File: config.mk
export PLATFORM = sky130hd
export DESIGN_NAME = ysyx_22041211_alu_arb_flat
export DESIGN_NICKNAME = d
export VERILOG_FILES = /design/src/rtl/ysyx_22041211_alu_arb_if.sv /design/src/rtl/ysyx_22041211_alu_arb.sv /design/src/flat_wrapper.sv
export SDC_FILE = /design/constraint.sdc
export NUM_CORES = 1
export LEC_CHECK = 0
export ABC_CLOCK_PERIOD_IN_PS = 5550
export CORE_MARGIN = 10
export CORE_UTILIZATION = 47
export CTS_BUF_LIST = sky130_fd_sc_hd__clkbuf_4
export CTS_CLUSTER_DIAMETER = 60
export DETAILED_ROUTE_END_ITERATION = 6
export PLACE_DENSITY = 0.74
export SYNTH_ARGS = -nofsm -noshare
export SYNTH_HDL_FRONTEND = slang
export SYNTH_SLANG_ARGS = --single-unit
File: constraint.sdc
create_clock -name clk -period 5.55 [get_ports clk]
set_clock_uncertainty 0.1 [all_clocks]
set_input_delay 1.665 -clock clk [delete_from_list [all_inputs] [get_ports clk]]
set_output_delay 1.665 -clock clk [all_outputs]
set_load 0.005 [all_outputs]
File: src/rtl/ysyx_22041211_alu_arb_if.sv
// Request/response bundle between the two ALU requesters (EXU, LSU) and the
// shared ALU arbiter.
interface ysyx_22041211_alu_arb_if #(
  parameter int DATA_LEN = 32
);
  logic                req0_valid;
  logic                req0_ready;
  logic [DATA_LEN-1:0] req0_src1;
  logic [DATA_LEN-1:0] req0_src2;
  logic [3:0]          req0_op;
  logic                req1_valid;
  logic                req1_ready;
  logic [DATA_LEN-1:0] req1_src1;
  logic [DATA_LEN-1:0] req1_src2;
  logic [3:0]          req1_op;
  logic                resp0_valid;
  logic                resp0_ready;
  logic [DATA_LEN-1:0] resp0_result;
  logic                resp1_valid;
  logic                resp1_ready;
  logic [DATA_LEN-1:0] resp1_result;

  modport master (
    output req0_valid, req0_src1, req0_src2, req0_op,
    output req1_valid, req1_src1, req1_src2, req1_op,
    output resp0_ready, resp1_ready,
    input  req0_ready, req1_ready,
    input  resp0_valid, resp0_result, resp1_valid, resp1_result
  );

  modport slave (
    input  req0_valid, req0_src1, req0_src2, req0_op,
    input  req1_valid, req1_src1, req1_src2, req1_op,
    input  resp0_ready, resp1_ready,
    output req0_ready, req1_ready,
    output resp0_valid, resp0_result, resp1_valid, resp1_result
  );
endinterface

File: src/rtl/ysyx_22041211_alu_arb.sv
// Round-robin arbiter sharing one combinational ALU between EXU (port 0) and
// LSU (port 1); a single result register is returned to the winning port.
module ysyx_22041211_alu_arb #(
  parameter int DATA_LEN = 32
) (
  input  logic                      clk,
  input  logic                      rst_n,
  ysyx_22041211_alu_arb_if.slave    bus
);

  typedef enum logic {
    IDLE = 1'b0,
    HOLD = 1'b1
  } state_t;

  state_t              state;
  logic                own;
  logic                last;
  logic [DATA_LEN-1:0] result;

  logic                handshake;
  logic                can_accept;
  logic                any_req;
  logic                grant;
  logic                accept;
  logic [DATA_LEN-1:0] src1;
  logic [DATA_LEN-1:0] src2;
  logic [3:0]          op;
  logic [4:0]          shamt;
  logic [DATA_LEN-1:0] alu_out;

  // A draining response frees the register in the same cycle, so a new
  // operation can land with no bubble.
  always_comb begin
    handshake  = (state == HOLD) & (own ? bus.resp1_ready : bus.resp0_ready);
    can_accept = (state == IDLE) | handshake;
    any_req    = bus.req0_valid | bus.req1_valid;
    if (bus.req0_valid & bus.req1_valid) begin
      grant = ~last;
    end else begin
      grant = bus.req1_valid;
    end
    accept = can_accept & any_req;
  end

  always_comb begin
    src1  = grant ? bus.req1_src1 : bus.req0_src1;
    src2  = grant ? bus.req1_src2 : bus.req0_src2;
    op    = grant ? bus.req1_op   : bus.req0_op;
    shamt = src2[4:0];
    alu_out = '0;
    case (op)
      4'b0000: alu_out = src1 + src2;
      4'b0001: alu_out = src1 - src2;
      4'b0010: alu_out = src1 << shamt;
      4'b0011: alu_out = {{(DATA_LEN-1){1'b0}}, ($signed(src1) < $signed(src2))};
      4'b0100: alu_out = {{(DATA_LEN-1){1'b0}}, (src1 < src2)};
      4'b0101: alu_out = src1 ^ src2;
      4'b0110: alu_out = src1 >> shamt;
      4'b0111: alu_out = $unsigned($signed(src1) >>> shamt);
      4'b1000: alu_out = src1 | src2;
      4'b1001: alu_out = src1 & src2;
      default: alu_out = '0;
    endcase
  end

  // last starts at 1 so port 0 wins the first tie after reset.
  always_ff @(posedge clk or negedge rst_n) begin
    if (!rst_n) begin
      state  <= IDLE;
      own    <= 1'b0;
      last   <= 1'b1;
      result <= '0;
    end else if (accept) begin
      state  <= HOLD;
      own    <= grant;
      last   <= grant;
      result <= alu_out;
    end else if (handshake) begin
      state  <= IDLE;
    end
  end

  assign bus.req0_ready   = can_accept & bus.req0_valid & ~grant;
  assign bus.req1_ready   = can_accept & bus.req1_valid & grant;
  assign bus.resp0_valid  = (state == HOLD) & ~own;
  assign bus.resp1_valid  = (state == HOLD) & own;
  assign bus.resp0_result = result;
  assign bus.resp1_result = result;

endmodule

File: src/flat_wrapper.sv
// flat-port wrapper written by rule: the top's interface ports become plain ports
module ysyx_22041211_alu_arb_flat 
#(
  parameter int DATA_LEN = 32
)
  (clk, rst_n, bus_req0_valid, bus_req0_src1, bus_req0_src2, bus_req0_op, bus_req1_valid, bus_req1_src1, bus_req1_src2, bus_req1_op, bus_resp0_ready, bus_resp1_ready, bus_req0_ready, bus_req1_ready, bus_resp0_valid, bus_resp0_result, bus_resp1_valid, bus_resp1_result);
  ysyx_22041211_alu_arb_if #(.DATA_LEN(DATA_LEN)) bus_i ();
  input  logic clk;
  input  logic rst_n;
  input wire logic [$bits(bus_i.req0_valid)-1:0] bus_req0_valid;
  input wire logic [$bits(bus_i.req0_src1)-1:0] bus_req0_src1;
  input wire logic [$bits(bus_i.req0_src2)-1:0] bus_req0_src2;
  input wire logic [$bits(bus_i.req0_op)-1:0] bus_req0_op;
  input wire logic [$bits(bus_i.req1_valid)-1:0] bus_req1_valid;
  input wire logic [$bits(bus_i.req1_src1)-1:0] bus_req1_src1;
  input wire logic [$bits(bus_i.req1_src2)-1:0] bus_req1_src2;
  input wire logic [$bits(bus_i.req1_op)-1:0] bus_req1_op;
  input wire logic [$bits(bus_i.resp0_ready)-1:0] bus_resp0_ready;
  input wire logic [$bits(bus_i.resp1_ready)-1:0] bus_resp1_ready;
  output wire logic [$bits(bus_i.req0_ready)-1:0] bus_req0_ready;
  output wire logic [$bits(bus_i.req1_ready)-1:0] bus_req1_ready;
  output wire logic [$bits(bus_i.resp0_valid)-1:0] bus_resp0_valid;
  output wire logic [$bits(bus_i.resp0_result)-1:0] bus_resp0_result;
  output wire logic [$bits(bus_i.resp1_valid)-1:0] bus_resp1_valid;
  output wire logic [$bits(bus_i.resp1_result)-1:0] bus_resp1_result;
  assign bus_i.req0_valid = bus_req0_valid;
  assign bus_i.req0_src1 = bus_req0_src1;
  assign bus_i.req0_src2 = bus_req0_src2;
  assign bus_i.req0_op = bus_req0_op;
  assign bus_i.req1_valid = bus_req1_valid;
  assign bus_i.req1_src1 = bus_req1_src1;
  assign bus_i.req1_src2 = bus_req1_src2;
  assign bus_i.req1_op = bus_req1_op;
  assign bus_i.resp0_ready = bus_resp0_ready;
  assign bus_i.resp1_ready = bus_resp1_ready;
  assign bus_req0_ready = bus_i.req0_ready;
  assign bus_req1_ready = bus_i.req1_ready;
  assign bus_resp0_valid = bus_i.resp0_valid;
  assign bus_resp0_result = bus_i.resp0_result;
  assign bus_resp1_valid = bus_i.resp1_valid;
  assign bus_resp1_result = bus_i.resp1_result;
  ysyx_22041211_alu_arb #(.DATA_LEN(DATA_LEN)) u_core (.clk(clk), .rst_n(rst_n), .bus(bus_i));
endmodule
# --- Word-level counts from Yosys, hierarchy flattened ---
# Cells that the tools add are included.
op_classes:
  n_shift: 3
  n_eq_ne: 9
  addsub: 2
  mux: 8
  order_cmp: 2
  n_reduce_logical: 2
  bitwise_logic: 18
ops:
  columns: ["cell", "n"]
  rows:
  - ["32-bit one-hot mux with 10 select lines", 1]
  - ["32-bit less-than comparator", 2]
  - ["32-bit 2-to-1 mux", 2]
  - ["32-bit adder", 1]
  - ["32-bit bitwise AND", 1]
  - ["32-bit bitwise OR", 1]
  - ["32-bit by 5-bit << shifter with 32-bit output", 1]
  - ["32-bit by 5-bit >> shifter with 32-bit output", 1]
  - ["32-bit by 5-bit >>> shifter with 32-bit output", 1]
  - ["32-bit subtractor", 1]
  - ["32-bit bitwise XOR", 1]
  - ["4-bit by 3-bit == test with 1-bit output (second input constant)", 4]
  - ["1-bit bitwise AND", 9]
  - ["4-bit by 2-bit == test with 1-bit output (second input constant)", 2]
  - ["4-bit == test (second input constant)", 2]
  - ["4-bit by 1-bit == test with 1-bit output (second input constant)", 1]
  - ["4-bit zero test", 1]
  - ["1-bit 2-to-1 mux", 4]
  - ["4-bit 2-to-1 mux", 1]
  - ["1-bit inverter", 4]
  - ["1-bit bitwise OR", 2]
  - ["2-bit nonzero test", 1]
totals:
  wordCells: 48
  input_bits: 142
  output_inout_bits: 68
  ff_bits: 35

# --- Depth between registers and ports, before layout ---
logic_depth:
  ltp_word: 5
  depth_mapped: 21
  mapped_depth_nobuf: 16

# --- Worst setup path after synthesis ---
# Ideal clock, no wire load.
synth_path:
  kind: "input-to-reg"
  startpoint: "input port bus_req1_valid"
  endpoint: "register u_core.result[29], in the netlist u_core.bus.resp0_result[29]"
  slack_ns: -0.479
  t_arrival_ns: 5.788
  stages: 20
  setup_ns: 0.142
  required_time_ns: 5.308
  path_cell_list: "a21boi_4 -> buf_2 -> buf_4 -> buf_2 -> clkbuf_1 -> clkbuf_1 -> nand2_1 -> nand2_1 -> ha_1 -> clkbuf_1 -> or2_2 -> o21ba_2 -> o311a_1 -> a2111o_1 -> a211oi_2 -> o211ai_1 -> nor4b_2 -> o22ai_1 -> xnor2_1 -> o221ai_1"
synth_between:
  elab_chain_len: 5
synth_lines:
  columns: ["element", "line", "text"]
  rows:
  - ["start: declaration", "flat_wrapper.sv:14", "input wire logic [$bits(bus_i.req1_valid)-1:0] bus_req1_valid;"]
  - ["1-bit bitwise AND", "ysyx_22041211_alu_arb.sv:38", "if (bus.req0_valid & bus.req1_valid) begin"]
  - ["1-bit 2-to-1 mux", "ysyx_22041211_alu_arb.sv:38", null]
  - ["32-bit 2-to-1 mux, or another cell as far along", "ysyx_22041211_alu_arb.sv:47", "src1 = grant ? bus.req1_src1 : bus.req0_src1;"]
  - ["32-bit subtractor, or another cell as far along", "ysyx_22041211_alu_arb.sv:54", "4'b0001: alu_out = src1 - src2;"]
  - ["32-bit one-hot mux with 10 select lines", "ysyx_22041211_alu_arb.sv:52", "case (op)"]
  - ["end signal: assignment", "ysyx_22041211_alu_arb.sv:78", "result <= alu_out;"]
  - ["end: declaration", "ysyx_22041211_alu_arb.sv:19", "logic [DATA_LEN-1:0] result;"]
# Parallel ways exist; a longest one is shown, timed or not.
# A chain may end at the register's enable or synchronous reset.

# --- Worst setup path in the final report ---
# Same ends and word-level chain as after synthesis.

==> results.txt <==
The run finished with clean final reports. The number of antenna violations at the first check in global routing is 1. Wires add up to 69700 um. After synthesis, the largest area contributor takes up about 13% of total cell area. The final-report max-slew violation count is 0. The core region is 0.0270 sq mm. The number of flops mapped to enable cells by yosys is 0. The total CTS buffers came out at 5. The critical-path cell with the highest stage delay is sky130_fd_sc_hd__a2111o_1. The data arrival time at the worst-slack endpoint came out at ~5.5 ns. The slew at the pin with the worst max-slew slack is 0.975 ns. The number of global-route vias before repair came out at 16600. The post-synthesis cell type count is 87. Net switching is approximately 53% of the power.

The worst slack after detailed placement came out at -0.503 ns. The first global-routing pass estimated slightly above 100000 um of wire. After filler insertion, the fill cell instance count of the layout stands at 2454. The number of search-and-repair iterations in the first detailed-routing pass came out at 7.

The count of mapped cells out of synthesis came out at 1944. Dividing the final minimum period by the clock period gives 95.1%. The combinational share of power is 86.9%.

Ranked by total cell area, the synthesized netlist is headed by sky130_fd_sc_hd__mux2i_1 (13%), sky130_fd_sc_hd__nand2_1 (10%), sky130_fd_sc_hd__ha_1 (9.3%). The largest fanout of any net on the critical path is 15. Among all cell types in the netlist, the one instantiated most often is sky130_fd_sc_hd__nand2_1.

The maximum operating frequency came out at 190 MHz. The total negative slack came out at 0 ns. The final period demand of the worst path came out at between 5 and 6 ns. The clock network accounts for 3.9% of the total power. The tool flagged a number of max-cap violations equal to 0. The via count of the routed design came out at 17600.

The post-detailed-route count of antenna-violating nets is 0. The critical path's largest stage delay came out at 0.48 ns. The die outline height came out at roughly 190 um. Once the floorplan was initialized, standard cells occupied 47.7% of the core. The clock latency on the worst-skew pair came out at around 0.4 ns.

Of the total power, registers draw under 10%. The initial DRC count came out at 2765. The post-detailed-route DRC marker count is 0.

The maximum buffer depth of the clock tree is 2. The most common flop cell mapped by yosys is sky130_fd_sc_hd__dfrtp_1. The die covers roughly 0.034 sq mm. Setup repair after global routing left no endpoint under its margin.

The number of nets in the synthesized netlist came out at 2184. The total overflow left after global routing is 0. The area of the multi-input gates came out at 0.0109 sq mm. The TritonCTS clock tree is yes. The internal power came out at 2.23 mW. STA classifies the critical path startpoint as an input pin.

The endpoint class of the critical path is a flop. The cell area after placement is 0.0174 sq mm. The area of the mapped netlist came out at 0.0129 sq mm. The ratio of total power to cell area is 266 mW/mm^2.

The clock-pin slew of the registers on the worst-case setup and hold paths came out at 0.14 ns. The average vias per placed instance came out at approximately 6.5. The final count of negative-setup-slack endpoints is 0.

The count of endpoints failing hold in the final timing report came to 0. The signal on the critical path passes through dlymetal6s2s_1 -> buf_4 -> a21bo_4 -> buf_12 -> nor2_1 -> a21o_1 -> ha_1 -> or2_2 -> o311a_4 -> a2111o_1 -> a211oi_4 -> o211ai_1 -> nor4b_2 -> o22ai_1 -> xnor2_1 -> o221ai_1. The fraction of layout cells with a size suffix above 1 is 21.0%. The path class of the tightest hold or removal check is flop to flop.

The overall global routing resource usage is about two fifths. The smallest setup slack after layout is roughly 0.27 ns. Input and output buffers added on the ports amount to 209. The maximum number of pins on one net before global-route repair came out at 72. The warning count from the yosys run is 0. The switching power is 2.49 mW. The I/O pin count is 210. The final weighted congestion in routability-driven placement is 1.12. sky130_fd_sc_hd__mux2i_1 takes more of the synthesized area than any other cell. By count the netlist is led by sky130_fd_sc_hd__nand2_1 (358), sky130_fd_sc_hd__nor2_1 (178), sky130_fd_sc_hd__mux2i_1 (172).

Of all flip-flops after synthesis, the portion carrying an async set or reset was 100%. The number of storage elements in the synthesis netlist came out at 35. The area growth from synthesis to layout is 38.0%. The leakage power is 8.39 nW. Across the VDD grid, the largest voltage drop is 165 uV.

The die outline width came out at 185 um. The final standard cell area without fillers came out at approximately 0.018 sq mm. In the final layout, flip-flops and latches occupy 877 sq um. The H-tree was split into 2 levels.

The classification of the worst setup path is input pin to flop. The relative slew slack came out at 35.0%. Sequential cells were found to cover 6.83% of the synthesized design area.

The average detailed-routed wire length per instance is 25.7 um. The required time of the critical path is 5.75 ns. For this run, the post-layout net count is approximately 2600. The buffer type at the clock tree root is sky130_fd_sc_hd__clkbuf_4. Averaged over all synthesized cells, the footprint is 6.61 sq um. Detailed placement finished with a half-perimeter wire length of between 50000 and 60000 um. The number of standard-cell rows in the floorplan is 60.

Counting every sink on the clock net gives 35.
[logic make-up after synthesis]
group,Yosys count,synth area share (%)
AO/OA/AOI/OAI,583,29.8
XOR/XNOR,30,2.04
adder cells (fa/ha/maj),98,9.66
buffers and inverters,277,9.70
flip-flops,35,6.83
multiplexers,232,19.1
AND/OR/NAND/NOR,689,22.9
[layout make-up]
type | count | area share [%]
multi-input combinational | 1632 | 61.5
antenna | 1 | 0.0141
clock inverter | 1 | 0.0282
clock buffer | 7 | 0.296
sequential | 35 | 4.94
inverter | 103 | 2.20
timing repair buffer | 591 | 28.6
tap | 341 | 2.41
[power by group through the flow]
stage / Sequential (mW) / Clock, mW / Combinational (mW)
4_1_cts: 0.428 / 0.182 / 3.90
3_5_place_dp: 0.433 / 0 / 3.88
2_1_floorplan: 0.404 / 0 / 2.01
3_3_place_gp: 0.426 / 0 / 3.83
5_1_grt: 0.440 / 0.191 / 4.31
6_report: 0.433 / 0.184 / 4.10
[state kept, by name (all words and copies together) (netlist names)]
name / flops
u_core.bus.resp0_result: 32
u_core.last: 1
u_core.own: 1
u_core.state: 1
[through the flow]
stage / hold slack, ns / utilization (%) / power, mW / std cells
after floorplan: 0.367 / - / 2.42 / 1944
final: 0.425 / 65.8 / 4.72 / 2711
after CTS: 0.424 / 65.1 / 4.51 / 2704
after global placement: 0.386 / 64.7 / 4.25 / 2695
after global routing: 0.445 / 65.8 / 4.94 / 2710
after detailed placement: 0.405 / 64.7 / 4.31 / 2695
[cells in the final DEF, fill, tap and decap left out, types with 13 or more instances in the layout]
master,n
sky130_fd_sc_hd__buf_4,371
sky130_fd_sc_hd__nand2_1,358
sky130_fd_sc_hd__clkdlybuf4s50_1,204
sky130_fd_sc_hd__nor2_1,178
sky130_fd_sc_hd__mux2i_1,167
sky130_fd_sc_hd__a21oi_1,159
sky130_fd_sc_hd__o21ai_0,110
sky130_fd_sc_hd__inv_1,99
sky130_fd_sc_hd__ha_1,93
sky130_fd_sc_hd__mux2_2,51
sky130_fd_sc_hd__a211oi_1,41
sky130_fd_sc_hd__a31oi_1,34
sky130_fd_sc_hd__dfrtp_1,34
sky130_fd_sc_hd__o211ai_1,28
sky130_fd_sc_hd__nand3_1,27
sky130_fd_sc_hd__nand2b_1,26
sky130_fd_sc_hd__nor3_1,25
sky130_fd_sc_hd__a21o_1,24
sky130_fd_sc_hd__xnor2_1,23
sky130_fd_sc_hd__nor2b_1,19
sky130_fd_sc_hd__o22ai_1,18
sky130_fd_sc_hd__o221ai_1,16
sky130_fd_sc_hd__o31ai_1,13
[timing repair]
item                       CTS  global route
buffers inserted             1             6
resized for setup            4            28
pin swaps                    0            11
hold buffers                 0             0
setup endpoints to repair    5            16
[worst paths after layout]
check	startpoint	endpoint	slack, ns	cells after the start
setup / recovery	bus_req1_valid	u_core.bus.resp0_result[29]	0.27	16
hold / removal	u_core.last	u_core.last	0.43	2
setup reg to reg	u_core.last	u_core.bus.resp0_result[29]	1.28	14
hold reg to reg	u_core.last	u_core.last	0.43	2
max in group asynchronous	rst_n	u_core.bus.resp0_result[3]	3.45	1
min in group asynchronous	rst_n	u_core.bus.resp0_result[26]	1.27	1
[per-layer routing]
| layer | share of wire, % | track usage (%) | wire length [um] | up-vias |
|---|---|---|---|---|
| li1 | - | - | - | 7816 |
| met1 | 39 | 50.5 | 27000 | 8233 |
| met2 | 42 | 57.4 | 29200 | 1336 |
| met3 | 13 | 8.80 | 8870 | 230 |
| met4 | 6.6 | 22.6 | 4620 | 0 |
| met5 | 0 | 0 | 0 | - |
[worst max-delay path: cells and delay by family]
kind / cells / cell delay [ns]
XOR/XNOR: 1 / 0.17
adder cells (fa/ha/maj): 1 / 0.29
AO/OA/AOI/OAI: 8 / 2.15
AND/OR/NAND/NOR: 3 / 0.70
buffers and inverters: 3 / 0.49
Note: power is estimated with default switching activity, not from simulation.
